### src/rtl/execute_stage_pkg.sv
// Shared definitions for the EX stage: ALU operation encodings, operand
// select constants and the multiplier FSM state encoding.
package execute_stage_pkg;

  typedef enum logic [4:0] {
    ALU_ADD    = 5'd0,
    ALU_SUB    = 5'd1,
    ALU_AND    = 5'd2,
    ALU_OR     = 5'd3,
    ALU_XOR    = 5'd4,
    ALU_NOR    = 5'd5,
    ALU_SLT    = 5'd6,
    ALU_SLTU   = 5'd7,
    ALU_SLL    = 5'd8,
    ALU_SRL    = 5'd9,
    ALU_SRA    = 5'd10,
    ALU_LUI    = 5'd11,
    ALU_MFHI   = 5'd12,
    ALU_MFLO   = 5'd13,
    ALU_MULT   = 5'd14,
    ALU_MULTU  = 5'd15,
    ALU_PASS_A = 5'd16
  } alu_op_t;

  // Operand A select
  localparam logic SRC_A_REG   = 1'b0;
  localparam logic SRC_A_SHAMT = 1'b1;

  // Operand B select
  typedef enum logic [1:0] {
    SRC_B_REG    = 2'd0,
    SRC_B_IMM    = 2'd1,
    SRC_B_IMM_ZX = 2'd2,
    SRC_B_ZERO   = 2'd3
  } src_b_t;

  typedef enum logic [1:0] {
    MUL_IDLE = 2'd0,
    MUL_BUSY = 2'd1,
    MUL_DONE = 2'd2
  } mul_state_t;

endpackage

### src/rtl/execute_stage_if.sv
// ID/EX-side bundle of the execute stage.
// master: ID/EX register side (drives instruction fields, sees results)
// slave : execute_stage
interface execute_stage_if;
  import execute_stage_pkg::*;

  logic        Valid_EX;
  logic        Flush_EX;
  alu_op_t     ALUControl_EX;
  logic        ALUSrc0_EX;
  src_b_t      ALUSrc1_EX;
  logic [31:0] Reg_Data1_EX;
  logic [31:0] Reg_Data2_EX;
  logic [31:0] Imm32b_EX;
  logic        RegDst_EX;
  logic [4:0]  Rt_EX;
  logic [4:0]  Rd_EX;
  logic [31:0] ALUResult_EX;
  logic        Zero_EX;
  logic [4:0]  RegDestSelected_EX;
  logic        Stall_EX;

  modport master (
    output Valid_EX, Flush_EX, ALUControl_EX, ALUSrc0_EX, ALUSrc1_EX,
           Reg_Data1_EX, Reg_Data2_EX, Imm32b_EX, RegDst_EX, Rt_EX, Rd_EX,
    input  ALUResult_EX, Zero_EX, RegDestSelected_EX, Stall_EX
  );

  modport slave (
    input  Valid_EX, Flush_EX, ALUControl_EX, ALUSrc0_EX, ALUSrc1_EX,
           Reg_Data1_EX, Reg_Data2_EX, Imm32b_EX, RegDst_EX, Rt_EX, Rd_EX,
    output ALUResult_EX, Zero_EX, RegDestSelected_EX, Stall_EX
  );
endinterface

### src/rtl/execute_stage_mult_unit.sv
// Iterative 32-cycle shift-add multiplier owning the HI/LO registers.
// Ports: clk/rst, start (launch from IDLE), flush (abort), a/b operands,
// is_signed (MULT vs MULTU); busy/done state flags, hi/lo results.
module mult_unit
  import execute_stage_pkg::*;
(
  input  logic        clk,
  input  logic        rst,
  input  logic        start,
  input  logic        flush,
  input  logic        is_signed,
  input  logic [31:0] a,
  input  logic [31:0] b,
  output logic        busy,
  output logic        done,
  output logic [31:0] hi,
  output logic [31:0] lo
);

  mul_state_t  state;
  logic [63:0] mcand;
  logic [63:0] acc;
  logic [31:0] mplier;
  logic [4:0]  count;
  logic        neg;

  logic [31:0] mag_a;
  logic [31:0] mag_b;
  logic [63:0] acc_next;
  logic [63:0] product;

  // Signed multiply runs on magnitudes; the sign is reapplied at the end.
  always_comb begin
    mag_a    = (is_signed && a[31]) ? (~a + 32'd1) : a;
    mag_b    = (is_signed && b[31]) ? (~b + 32'd1) : b;
    acc_next = acc + (mplier[0] ? mcand : '0);
    product  = neg ? (~acc_next + 64'd1) : acc_next;
  end

  always_ff @(posedge clk or posedge rst) begin
    if (rst) begin
      state  <= MUL_IDLE;
      mcand  <= '0;
      acc    <= '0;
      mplier <= '0;
      count  <= '0;
      neg    <= 1'b0;
      hi     <= '0;
      lo     <= '0;
    end else begin
      case (state)
        MUL_IDLE: begin
          if (start && !flush) begin
            mcand  <= {32'd0, mag_a};
            mplier <= mag_b;
            neg    <= is_signed & (a[31] ^ b[31]);
            acc    <= '0;
            count  <= '0;
            state  <= MUL_BUSY;
          end
        end
        MUL_BUSY: begin
          if (flush) begin
            state <= MUL_IDLE;
          end else begin
            acc    <= acc_next;
            mcand  <= mcand << 1;
            mplier <= mplier >> 1;
            count  <= count + 5'd1;
            if (count == 5'd31) begin
              {hi, lo} <= product;
              state    <= MUL_DONE;
            end
          end
        end
        MUL_DONE: state <= MUL_IDLE;
        default:  state <= MUL_IDLE;
      endcase
    end
  end

  assign busy = (state == MUL_BUSY);
  assign done = (state == MUL_DONE);

endmodule

### src/rtl/execute_stage.sv
// EX stage of the five-stage MIPS pipeline: operand muxes, single-cycle
// ALU with zero flag, destination register mux and the HI/LO multiplier.
// Ports: Clock, Reset (async, active-high), ex (slave side of
// execute_stage_if carrying ID/EX fields in and ALU result/zero/dest/stall out).
module execute_stage
  import execute_stage_pkg::*;
(
  input  logic          Clock,
  input  logic          Reset,
  execute_stage_if.slave ex
);

  logic [31:0] op_a;
  logic [31:0] op_b;
  logic [31:0] result;
  logic        mul_op;
  logic        mul_signed;
  logic        mul_busy;
  logic        mul_done;
  logic        mul_start;
  logic [31:0] hi;
  logic [31:0] lo;

  always_comb begin
    op_a = (ex.ALUSrc0_EX == SRC_A_SHAMT) ? {27'd0, ex.Imm32b_EX[10:6]}
                                          : ex.Reg_Data1_EX;
    case (ex.ALUSrc1_EX)
      SRC_B_REG:    op_b = ex.Reg_Data2_EX;
      SRC_B_IMM:    op_b = ex.Imm32b_EX;
      SRC_B_IMM_ZX: op_b = {16'd0, ex.Imm32b_EX[15:0]};
      SRC_B_ZERO:   op_b = '0;
      default:      op_b = '0;
    endcase
  end

  always_comb begin
    result = '0;
    case (ex.ALUControl_EX)
      ALU_ADD:    result = op_a + op_b;
      ALU_SUB:    result = op_a - op_b;
      ALU_AND:    result = op_a & op_b;
      ALU_OR:     result = op_a | op_b;
      ALU_XOR:    result = op_a ^ op_b;
      ALU_NOR:    result = ~(op_a | op_b);
      ALU_SLT:    result = {31'd0, $signed(op_a) < $signed(op_b)};
      ALU_SLTU:   result = {31'd0, op_a < op_b};
      ALU_SLL:    result = op_b << op_a[4:0];
      ALU_SRL:    result = op_b >> op_a[4:0];
      ALU_SRA:    result = $unsigned($signed(op_b) >>> op_a[4:0]);
      ALU_LUI:    result = {op_b[15:0], 16'd0};
      ALU_MFHI:   result = hi;
      ALU_MFLO:   result = lo;
      ALU_MULT,
      ALU_MULTU:  result = '0;
      ALU_PASS_A: result = op_a;
      default:    result = '0;
    endcase
  end

  assign mul_op     = (ex.ALUControl_EX == ALU_MULT) || (ex.ALUControl_EX == ALU_MULTU);
  assign mul_signed = (ex.ALUControl_EX == ALU_MULT);
  // Launch only from idle; the instruction stays in ID/EX while stalled.
  assign mul_start  = ex.Valid_EX & mul_op & ~mul_busy & ~mul_done;

  mult_unit u_mult (
    .clk       (Clock),
    .rst       (Reset),
    .start     (mul_start),
    .flush     (ex.Flush_EX),
    .is_signed (mul_signed),
    .a         (op_a),
    .b         (op_b),
    .busy      (mul_busy),
    .done      (mul_done),
    .hi        (hi),
    .lo        (lo)
  );

  assign ex.ALUResult_EX       = result;
  assign ex.Zero_EX            = (result == '0);
  assign ex.RegDestSelected_EX = ex.RegDst_EX ? ex.Rd_EX : ex.Rt_EX;
  // Flush and reset release the stall combinationally in the same cycle.
  assign ex.Stall_EX = ex.Valid_EX & mul_op & ~mul_done & ~ex.Flush_EX & ~Reset;

endmodule

### src/flat_wrapper.sv
// flat-port wrapper written by rule: the top's interface ports become plain ports
module execute_stage_flat import execute_stage_pkg::*;
  (Clock, Reset, ex_Valid_EX, ex_Flush_EX, ex_ALUControl_EX, ex_ALUSrc0_EX, ex_ALUSrc1_EX, ex_Reg_Data1_EX, ex_Reg_Data2_EX, ex_Imm32b_EX, ex_RegDst_EX, ex_Rt_EX, ex_Rd_EX, ex_ALUResult_EX, ex_Zero_EX, ex_RegDestSelected_EX, ex_Stall_EX);
  execute_stage_if ex_i ();
  input  logic Clock;
  input  logic Reset;
  input wire logic [$bits(ex_i.Valid_EX)-1:0] ex_Valid_EX;
  input wire logic [$bits(ex_i.Flush_EX)-1:0] ex_Flush_EX;
  input wire logic [$bits(ex_i.ALUControl_EX)-1:0] ex_ALUControl_EX;
  input wire logic [$bits(ex_i.ALUSrc0_EX)-1:0] ex_ALUSrc0_EX;
  input wire logic [$bits(ex_i.ALUSrc1_EX)-1:0] ex_ALUSrc1_EX;
  input wire logic [$bits(ex_i.Reg_Data1_EX)-1:0] ex_Reg_Data1_EX;
  input wire logic [$bits(ex_i.Reg_Data2_EX)-1:0] ex_Reg_Data2_EX;
  input wire logic [$bits(ex_i.Imm32b_EX)-1:0] ex_Imm32b_EX;
  input wire logic [$bits(ex_i.RegDst_EX)-1:0] ex_RegDst_EX;
  input wire logic [$bits(ex_i.Rt_EX)-1:0] ex_Rt_EX;
  input wire logic [$bits(ex_i.Rd_EX)-1:0] ex_Rd_EX;
  output wire logic [$bits(ex_i.ALUResult_EX)-1:0] ex_ALUResult_EX;
  output wire logic [$bits(ex_i.Zero_EX)-1:0] ex_Zero_EX;
  output wire logic [$bits(ex_i.RegDestSelected_EX)-1:0] ex_RegDestSelected_EX;
  output wire logic [$bits(ex_i.Stall_EX)-1:0] ex_Stall_EX;
  assign ex_i.Valid_EX = ex_Valid_EX;
  assign ex_i.Flush_EX = ex_Flush_EX;
  assign ex_i.ALUControl_EX = ex_ALUControl_EX;
  assign ex_i.ALUSrc0_EX = ex_ALUSrc0_EX;
  assign ex_i.ALUSrc1_EX = ex_ALUSrc1_EX;
  assign ex_i.Reg_Data1_EX = ex_Reg_Data1_EX;
  assign ex_i.Reg_Data2_EX = ex_Reg_Data2_EX;
  assign ex_i.Imm32b_EX = ex_Imm32b_EX;
  assign ex_i.RegDst_EX = ex_RegDst_EX;
  assign ex_i.Rt_EX = ex_Rt_EX;
  assign ex_i.Rd_EX = ex_Rd_EX;
  assign ex_ALUResult_EX = ex_i.ALUResult_EX;
  assign ex_Zero_EX = ex_i.Zero_EX;
  assign ex_RegDestSelected_EX = ex_i.RegDestSelected_EX;
  assign ex_Stall_EX = ex_i.Stall_EX;
  execute_stage u_core (.Clock(Clock), .Reset(Reset), .ex(ex_i));
endmodule
### config.mk
export PLATFORM = sky130hd
export DESIGN_NAME = execute_stage_flat
export DESIGN_NICKNAME = d
export VERILOG_FILES = /design/src/rtl/execute_stage_pkg.sv /design/src/rtl/execute_stage_if.sv /design/src/rtl/execute_stage_mult_unit.sv /design/src/rtl/execute_stage.sv /design/src/flat_wrapper.sv
export SDC_FILE = /design/constraint.sdc
export NUM_CORES = 1
export LEC_CHECK = 0
export CAP_MARGIN = 10
export CORE_MARGIN = 2
export CORE_UTILIZATION = 41
export DETAILED_ROUTE_END_ITERATION = 10
export PLACE_DENSITY = 0.69
export RECOVER_POWER = 25
export SYNTH_ARGS = -nofsm -noshare
export SYNTH_HDL_FRONTEND = slang
export SYNTH_SLANG_ARGS = --single-unit
### constraint.sdc
create_clock -name Clock -period 8.2 [get_ports Clock]
set_clock_uncertainty 0.05 [all_clocks]
set_input_delay 1.23 -clock Clock [delete_from_list [all_inputs] [get_ports Clock]]
set_output_delay 1.23 -clock Clock [all_outputs]
set_load 0.02 [all_outputs]
==> summary.md, run 1 <==
| Metric | Value |
|---|---|
| Netlist cell types | `110` |
| CTS Root Cell | `clkbuf_16` |
| Setup CP Type | `input port to output pin` |
| Worst Hold Depth | `2` |
| NumNets Final | `about 4700` |
| 1st-iter DRT viols | `4476` |
| Setup-failing EPs final | `0` |
| Slew margin rel. | `-176%` |
| Pin count of the biggest net entering global routing | `between 100 and 150` |
| WP data arrival | `roughly 7 ns` |
| Fmax | `between 0.1 and 0.15 GHz` |
| Register area share after synthesis | `between 20% and 30%` |
| Remaining DRCs | `0` |
| Min cycle time layout | `8.09 ns` |
| Drt wl/cell | `about 30 um` |
| Area delta synth->final | `25.5%` |
| CP dominant cell by count | `buf_4` |
| Synthesized cell area | `roughly 28000 um^2` |
| Crit-path cells | `clkdlybuf4s50_1, buf_12, buf_6, mux2i_4, inv_2, ha_1, buf_4, inv_1, a21oi_1, o21ai_0, a31oi_2, or3b_1, a21oi_2, a211oi_1, buf_4, o41a_1, o2111a_1, a211o_1, or4bb_1, nor2_2, clkdlybuf4s15_2` |
| CP Launch Point | `ex_ALUSrc0_EX` |
| Tot GR Track Use | `a little over two fifths` |
| Remaining antenna violation count | `0` |
| Final period util | `a little over nine tenths` |
| I/O pin cnt | `158` |
| CTS H-tree depth | `1` |
| Placed insts | `about 5200` |
| Initial antenna violation count | `4` |
| Post-CTS setup buffers | `0` |
| Post-route insts no fill | `around 5300` |
| Critical path startpoint category | `input port` |
| I/O Buffers | `~160` |
| Die ar. | `70900 um^2` |
| Fin. Hold Viols | `0` |
| Dpl ws | `-0.535 ns` |
| Largest stage delay on the critical path | `0.61 ns` |
| CP max stage cell | `or4bb_1` |
| Die Width | `about 270 um` |
| Post-synth net total | `between 4000 and 5000` |
| Final core utilization | `~52%` |
| # hold bufs at CTS | `0` |
| Syn avg cell area | `approximately 7.3 um^2` |
| CTS tree | `done` |
| Buf/Inv on CP | `8` |
| Post-synth EDFFs | `0` |
| Floorplan Core Area | `~68000 um^2` |
| Total Wirelength | `around 160000 um` |
| Vias in the first global route | `around 32000` |
| CTS Buf Count | `23` |
| Post-synthesis cell count | `between 3000 and 4000` |
| Initial Utilization | `~41%` |
| Slew Limit Fails | `90` |
| First-pass GRT wire length | `roughly 230000 um` |
| MaxCap Viol Count | `1` |
| Clk_lat worst skew | `~0.54 ns` |
| Vias | `between 30000 and 40000` |
| Most common flop cell mapped by yosys | `dfrtp_1` |
| Cell row count | `96` |
| FF-to-FF path depth | `14` |
| Pre-antenna DRT Iters | `7` |
| GPL Wtd Cong | `~1.1` |
| Lkg Pwr | `roughly 16 nW` |
| Worst Hold Class | `flop to flop` |
| Crit end category | `output pin` |
| Reg clk slew, reported paths | `around 0.060 ns` |
| Failing checks | `max-capacitance violations, max-slew violations` |
| Share of flip-flops with an asynchronous set or reset | `100%` |
| DIE HEIGHT | `about 270 um` |
| Critical Path RT | `6.92 ns` |
| Hold path startpoint | `u_core.u_mult.mplier[16]$_DFFE_PP0P_` |
| Synth warn | `0` |
| WP depth | `21` |
| CTS Buffer Depth | `3` |
| HPWL Detailed | `roughly 130000 um` |
| Share of post-route cells with drive strength above 1 | `~18%` |
| Clock Sinks | `about 230` |
| Fillers | `roughly 6900` |
| PD cells | `148 nW/um^2` |
| DR vias/cell | `6.44` |
| Yosys reg bits | `between 200 and 250` |
| RSZ-0062 raised after global routing | `false` |
| Maximum vdd drop | `between 200 and 250 uV` |
| Crit-path max FO | `8` |
| RR Startpoint | `u_core.u_mult.mplier[0]$_DFFE_PP0P_` |
| Least-Margin Pin Slew | `just over 4 ns` |
| Run status | `finished with violations` |
| Final worst setup slack | `0.114 ns` |
| CP delay by family, top | `compound AO/OA/AOI/OAI gates` |
| Grt total ovfl | `0` |
## routing by layer
layer | routed length, um | up-vias | track usage, %
li1 | - | 15300 | -
met1 | 64800 | 16300 | 57.4
met2 | 66500 | 1862 | 65.2
met3 | 14600 | 383 | 7.42
met4 | 12600 | 0 | 28.1
met5 | 0 | - | 0
## synth_stat cells, types with 61 or more instances
library cell    n  area share, %
a21oi_1       291            5.2
ha_1          173            7.7
mux2i_1        91            3.2
clkbuf_1      204            2.7
nand2_1       504            6.7
o21ai_0       379            6.7
nor3_1         70            1.2
nand3_1       140            2.5
xnor2_1       107            3.3
and2_1         85            1.9
xor2_1         61            1.9
nor2_1        281            3.7
dfrtp_1       232             21
inv_1         111            1.5
o211ai_1       85            2.3
## through the flow
stage | setup TNS [ns] | total power [mW] | hold WS [ns] | cell area [um^2]
after floorplan | 0 | 2.77 | 0.389 | 28200
after global placement | -0.459 | 4.02 | 0.408 | 34500
after detailed placement | -0.535 | 4.01 | 0.407 | 34500
after CTS | 0 | 5.14 | 0.429 | 35300
after global routing | 0 | 5.42 | 0.445 | 35400
final | 0 | 5.23 | 0.424 | 35400
## cell families after synthesis
| logic type | Yosys count | synth area share [%] |
|---|---|---|
| simple gates | 1377 | 23.2 |
| compound gates | 1371 | 32.1 |
| buf+inv | 410 | 6.04 |
| flops | 232 | 20.6 |
| fa+ha+maj | 176 | 7.89 |
| xor+xnor | 168 | 5.22 |
| mux | 122 | 5.02 |
## flip-flops by register name (all words and copies together), names as in the netlist
signal	flops
u_core.u_mult.mplier	32
u_core.u_mult.state	2
u_core.u_mult.lo	32
u_core.u_mult.hi	32
u_core.u_mult.mcand	64
u_core.u_mult.count	5
u_core.u_mult.neg	1
u_core.u_mult.acc	64
## power by group
group	switching [mW]	total (mW)	leakage, nW	internal, mW
Sequential	0.100	1.35	3.14	1.25
Clock	0.504	1.12	0.364	0.618
Combinational	1.71	2.76	12.4	1.05
Total	2.31	5.23	15.9	2.92
## layout make-up
| cell class | instances | area [um^2] | share of cell area (%) |
|---|---|---|---|
| multi-input cells | 3214 | 20900 | 58.9 |
| repair buffers | 778 | 6390 | 18.1 |
| flip-flops and latches | 232 | 5810 | 16.4 |
| well taps | 882 | 1100 | 3.12 |
| clock buffers | 23 | 576 | 1.63 |
| inverters | 119 | 448 | 1.27 |
| clock inverters | 16 | 200 | 0.566 |
| diodes | 3 | 7.51 | 0.0212 |
## layout by cell type, fill, tap and decap left out, types with 32 or more instances in the layout
| master | n |
|---|---|
| and2_1 | 85 |
| o21ai_0 | 374 |
| dfrtp_1 | 231 |
| a22oi_1 | 36 |
| inv_1 | 110 |
| nand3_1 | 140 |
| o21ai_1 | 36 |
| xnor2_1 | 107 |
| buf_4 | 608 |
| a211oi_1 | 39 |
| xor2_1 | 61 |
| a21oi_1 | 287 |
| nor2_1 | 276 |
| or3_1 | 32 |
| nand2_1 | 501 |
| nand4_1 | 57 |
| a221oi_1 | 40 |
| a21o_1 | 42 |
| o21bai_1 | 32 |
| and3_1 | 32 |
| nor3_1 | 68 |
| clkdlybuf4s50_1 | 151 |
| mux2i_1 | 88 |
| ha_1 | 173 |
| o211ai_1 | 85 |
| o31ai_1 | 43 |
| a31oi_1 | 36 |
## path summary, 6_finish.rpt
path / endpoint / slack, ns
max: ex_Zero_EX / 0.11
min: u_core.u_mult.mplier[16]$_DFFE_PP0P_ / 0.42
max reg2reg: u_core.u_mult.hi[11]$_DFFE_PP0P_ / 1.84
min reg2reg: u_core.u_mult.mplier[16]$_DFFE_PP0P_ / 0.42
max in group asynchronous: u_core.u_mult.mcand[5]$_DFFE_PP0P_ / 3.78
min in group asynchronous: u_core.u_mult.count[3]$_DFFE_PP0P_ / 2.39
## worst register-to-register path, delay by kind of cell, from the launching register on
kind,cells,cell delay (ns)
adder cells (fa/ha/maj),1,0.38
AO/OA/AOI/OAI,5,1.80
flip-flops,1,0.65
XOR/XNOR,2,0.92
AND/OR/NAND/NOR,6,2.40
## what timing repair did
action                                  4_1_cts  5_1_grt
resized for setup                             7       17
endpoints found under the setup margin        1        1
endpoints found under the hold margin         0        0
pin swaps                                     1        2
(Power assumes the default switching activity.)
==> run 2: changes to the inputs <==
--- a/config.mk
+++ b/config.mk
@@ -9,8 +9,9 @@
 export CORE_MARGIN = 2
 export CORE_UTILIZATION = 41
 export DETAILED_ROUTE_END_ITERATION = 10
-export PLACE_DENSITY = 0.69
+export PLACE_DENSITY_LB_ADDON = 0.05
 export RECOVER_POWER = 25
+export REMOVE_ABC_BUFFERS = 1
 export SYNTH_ARGS = -nofsm -noshare
 export SYNTH_HDL_FRONTEND = slang
 export SYNTH_SLANG_ARGS = --single-unit
==> constraint.sdc (replaced) <==
create_clock -name Clock -period 7.9 [get_ports Clock]
set_clock_uncertainty 0.05 [all_clocks]
set_input_delay 1.185 -clock Clock [delete_from_list [all_inputs] [get_ports Clock]]
set_output_delay 1.185 -clock Clock [all_outputs]
set_load 0.02 [all_outputs]
==> run 2 against run 1 <==
- the flow still finishes with violations (max-capacitance violations, max-slew violations)
- routed wire length decreased by 9.7%
- via count decreased by 2.4%
- critical path depth decreased by 3
- sequential share of layout area increased by 0.24 points
- final area decreased by 1.4%
- flip-flop and latch count unchanged
- hold slack got worse by 0.0049 ns
- setup slack improved by 0.075 ns
- critical path type unchanged
- non-clock buffer count decreased by 72
- global-route usage decreased by 4.2 points
- die area unchanged
- sequential power about the same
==> summary.md, run 2 (synthesized netlist as in run 1, its figures left out) <==
| Metric | Value |
|---|---|
| Tot GR Track Use | `39.2% (-4.2 points)` |
| Placed insts | `5153 (-1.4%)` |
| Setup CP Type | `input port to output pin` |
| CTS Root Cell | `clkbuf_16` |
| Final Power | `5.37 mW (+2.8%)` |
| HPWL Detailed | `114000 um (-11%)` |
| Share of post-route cells with drive strength above 1 | `17.1% (-1.4 points)` |
| 1st-iter DRT viols | `3848 (-14%)` |
| Die Width | `266 um (unchanged)` |
| Vias | `33100 (-2.4%)` |
| Slew Limit Fails | `167 (+86%)` |
| CTS H-tree depth | `1 (unchanged)` |
| MaxCap Viol Count | `2 (+1)` |
| Crit-path max FO | `55 (+47)` |
| I/O pin cnt | `158 (unchanged)` |
| Pin count of the biggest net entering global routing | `105 (-27%)` |
| Worst R2R Setup Slack | `1.31 ns (-0.53 ns)` |
| Final core utilization | `51.0% (-0.75 points)` |
| CTS Buf Count | `28 (+22%)` |
| DIE HEIGHT | `266 um (unchanged)` |
| Commonest non-fill, non-tap cell in the layout | `buf_4` |
| Fmax | `between 0.1 and 0.15 GHz` |
| Final period util | `between 90% and 100%` |
| Slew margin rel. | `-207% (-31 points)` |
| Reg clk slew, reported paths | `0.06 ns (about the same)` |
| Post-DP Area | `33900 um^2 (-1.7%)` |
| DR vias/cell | `6.36 (-1.2%)` |
| Area delta synth->final | `23.7%` |
| Failing checks | `max-capacitance violations, max-slew violations` |
| Grt total ovfl | `0 (unchanged)` |
| Crit end category | `output pin` |
| Fin. Hold Viols | `0 (unchanged)` |
| Worst Hold Class | `flop to flop` |
| PD cells | `154 nW/um^2 (+4.3%)` |
| Run status | `finished with violations` |
| Remaining DRCs | `0 (unchanged)` |
| Floorplan Core Area | `68300 um^2 (unchanged)` |
| Lkg Pwr | `15.6 nW (-1.9%)` |
| Critical path startpoint category | `input port` |
| CTS tree | `done` |
| Setup-failing EPs final | `0 (unchanged)` |
| Clock Sinks | `232 (unchanged)` |
| CTS Buffer Depth | `3 (unchanged)` |
| Remaining antenna violation count | `0 (unchanged)` |
| WP data arrival | `6.48 ns (-0.33 ns)` |
| Initial antenna violation count | `6 (+2)` |
| Drt wl/cell | `27.5 um (-8.6%)` |
| Largest regs | `u_core.u_mult.acc: 64 flops, u_core.u_mult.mcand: 64 flops` |
| Commonest cells after routing, fill and taps aside | `buf_4, nand2_1, o21ai_0` |
| CP dominant cell by count | `o21ai_0` |
| Pre-antenna DRT Iters | `9 (+2)` |
| Largest stage delay on the critical path | `0.60 ns (about the same)` |
| Post-route insts no fill | `5205 (-1.2%)` |
| Vias in the first global route | `31100 (-1.9%)` |
| Clk_lat worst skew | `0.59 ns (+0.05 ns)` |
| RSZ-0062 raised after global routing | `false` |
| Least-Margin Pin Slew | `4.57 ns (+0.461 ns)` |
| Cell row count | `96 (unchanged)` |
| GPL Wtd Cong | `1.06 (-3.5%)` |
| NumNets Final | `4596 (-1.4%)` |
| Post-route cell area | `34900 um^2 (-1.4%)` |
| Total Wirelength | `143000 um (-9.7%)` |
| Critical Path RT | `6.66 ns (-0.26 ns)` |
| Die ar. | `70900 um^2 (unchanged)` |
| Initial Utilization | `41.3% (unchanged)` |
| I/O Buffers | `157 (unchanged)` |
| Crit-path cells | `clkdlybuf4s50_1, mux2_2, inv_2, buf_4, buf_12, o21ai_0, o21ai_0, mux2i_2, buf_4, o21ai_0, a221oi_1, o22ai_2, nand4_1, or4_1, or4_1, or4b_4, nor2_1, clkbuf_2` |
| CP max stage cell | `or4b_4` |
| First-pass GRT wire length | `209000 um (-7.3%)` |
| Min cycle time layout | `just under 8 ns` |
| Maximum vdd drop | `153 uV (-24%)` |
[run 2: changes by cell type in the layout (fill, tap and decap cells not counted), moves of 4 or more]
cell,change
clkbuf_16,+6
a21oi_1,+4
a21oi_2,-4
buf_4,-68
clkinv_2,+5
buf_12,-5
clkbuf_1,+4
[run 2: power breakdown]
group / internal [mW] / switching (mW)
logic: 1.04 / 1.68
clock network: 0.730 / 0.542
registers: 1.30 / 0.0792
[run 2: layer usage]
layer / global-route usage, % / wire (um)
met1: 51.5 / 59300
met2: 62.3 / 63600
met3: 5.72 / 11600
met4: 20.2 / 8450
met5: 0 / 48
[run 2: final timing paths]
path                                                     startpoint                              endpoint  cells after the start
min in group asynchronous                                     Reset  u_core.u_mult.mplier[28]$_DFFE_PP0P_                      2
worst min-delay path            u_core.u_mult.mcand[63]$_DFFE_PP0P_   u_core.u_mult.mcand[63]$_DFFE_PP0P_                      2
max in group asynchronous                                     Reset     u_core.u_mult.acc[44]$_DFFE_PP0P_                      3
worst max-delay path                                  ex_ALUSrc0_EX                            ex_Zero_EX                     18
worst min register to register  u_core.u_mult.mcand[63]$_DFFE_PP0P_   u_core.u_mult.mcand[63]$_DFFE_PP0P_                      2
worst max register to register  u_core.u_mult.mplier[0]$_DFFE_PP0P_      u_core.u_mult.hi[13]$_DFFE_PP0P_                     16
[run 2: area by class of cell]
class,instances,area (um^2)
Antenna cell,3,7.51
Timing Repair Buffer,706,5780
Multi-Input combinational cell,3214,20900
Clock buffer,36,782
Inverter,119,448
Fill cell,7014,33500
Sequential cell,232,5810
Clock inverter,13,108
Tap cell,882,1100
[run 2: repair_timing]
action	in CTS	in global routing
resized for setup	14	3
pin swaps	0	0
endpoints found under the setup margin	1	1
buffers inserted	0	0
hold buffers	0	0
[run 2: critical path: cells and delay by family]
family	cells	cell delay (ns)
AOI/OAI and AO/OA	5	1.10
buffers and inverters	6	1.41
muxes	2	0.65
and+or+nand+nor	5	2.05
[run 2: metrics by stage]
stage	setup slack, ns	TNS [ns]	hold slack [ns]
final	0.190	0	0.419
after global routing	0.0907	0	0.449
after CTS	0.157	0	0.424
after detailed placement	-0.317	-0.317	0.411
after global placement	-0.331	-0.331	0.405
after floorplan	-3.29	-103.04	0.389
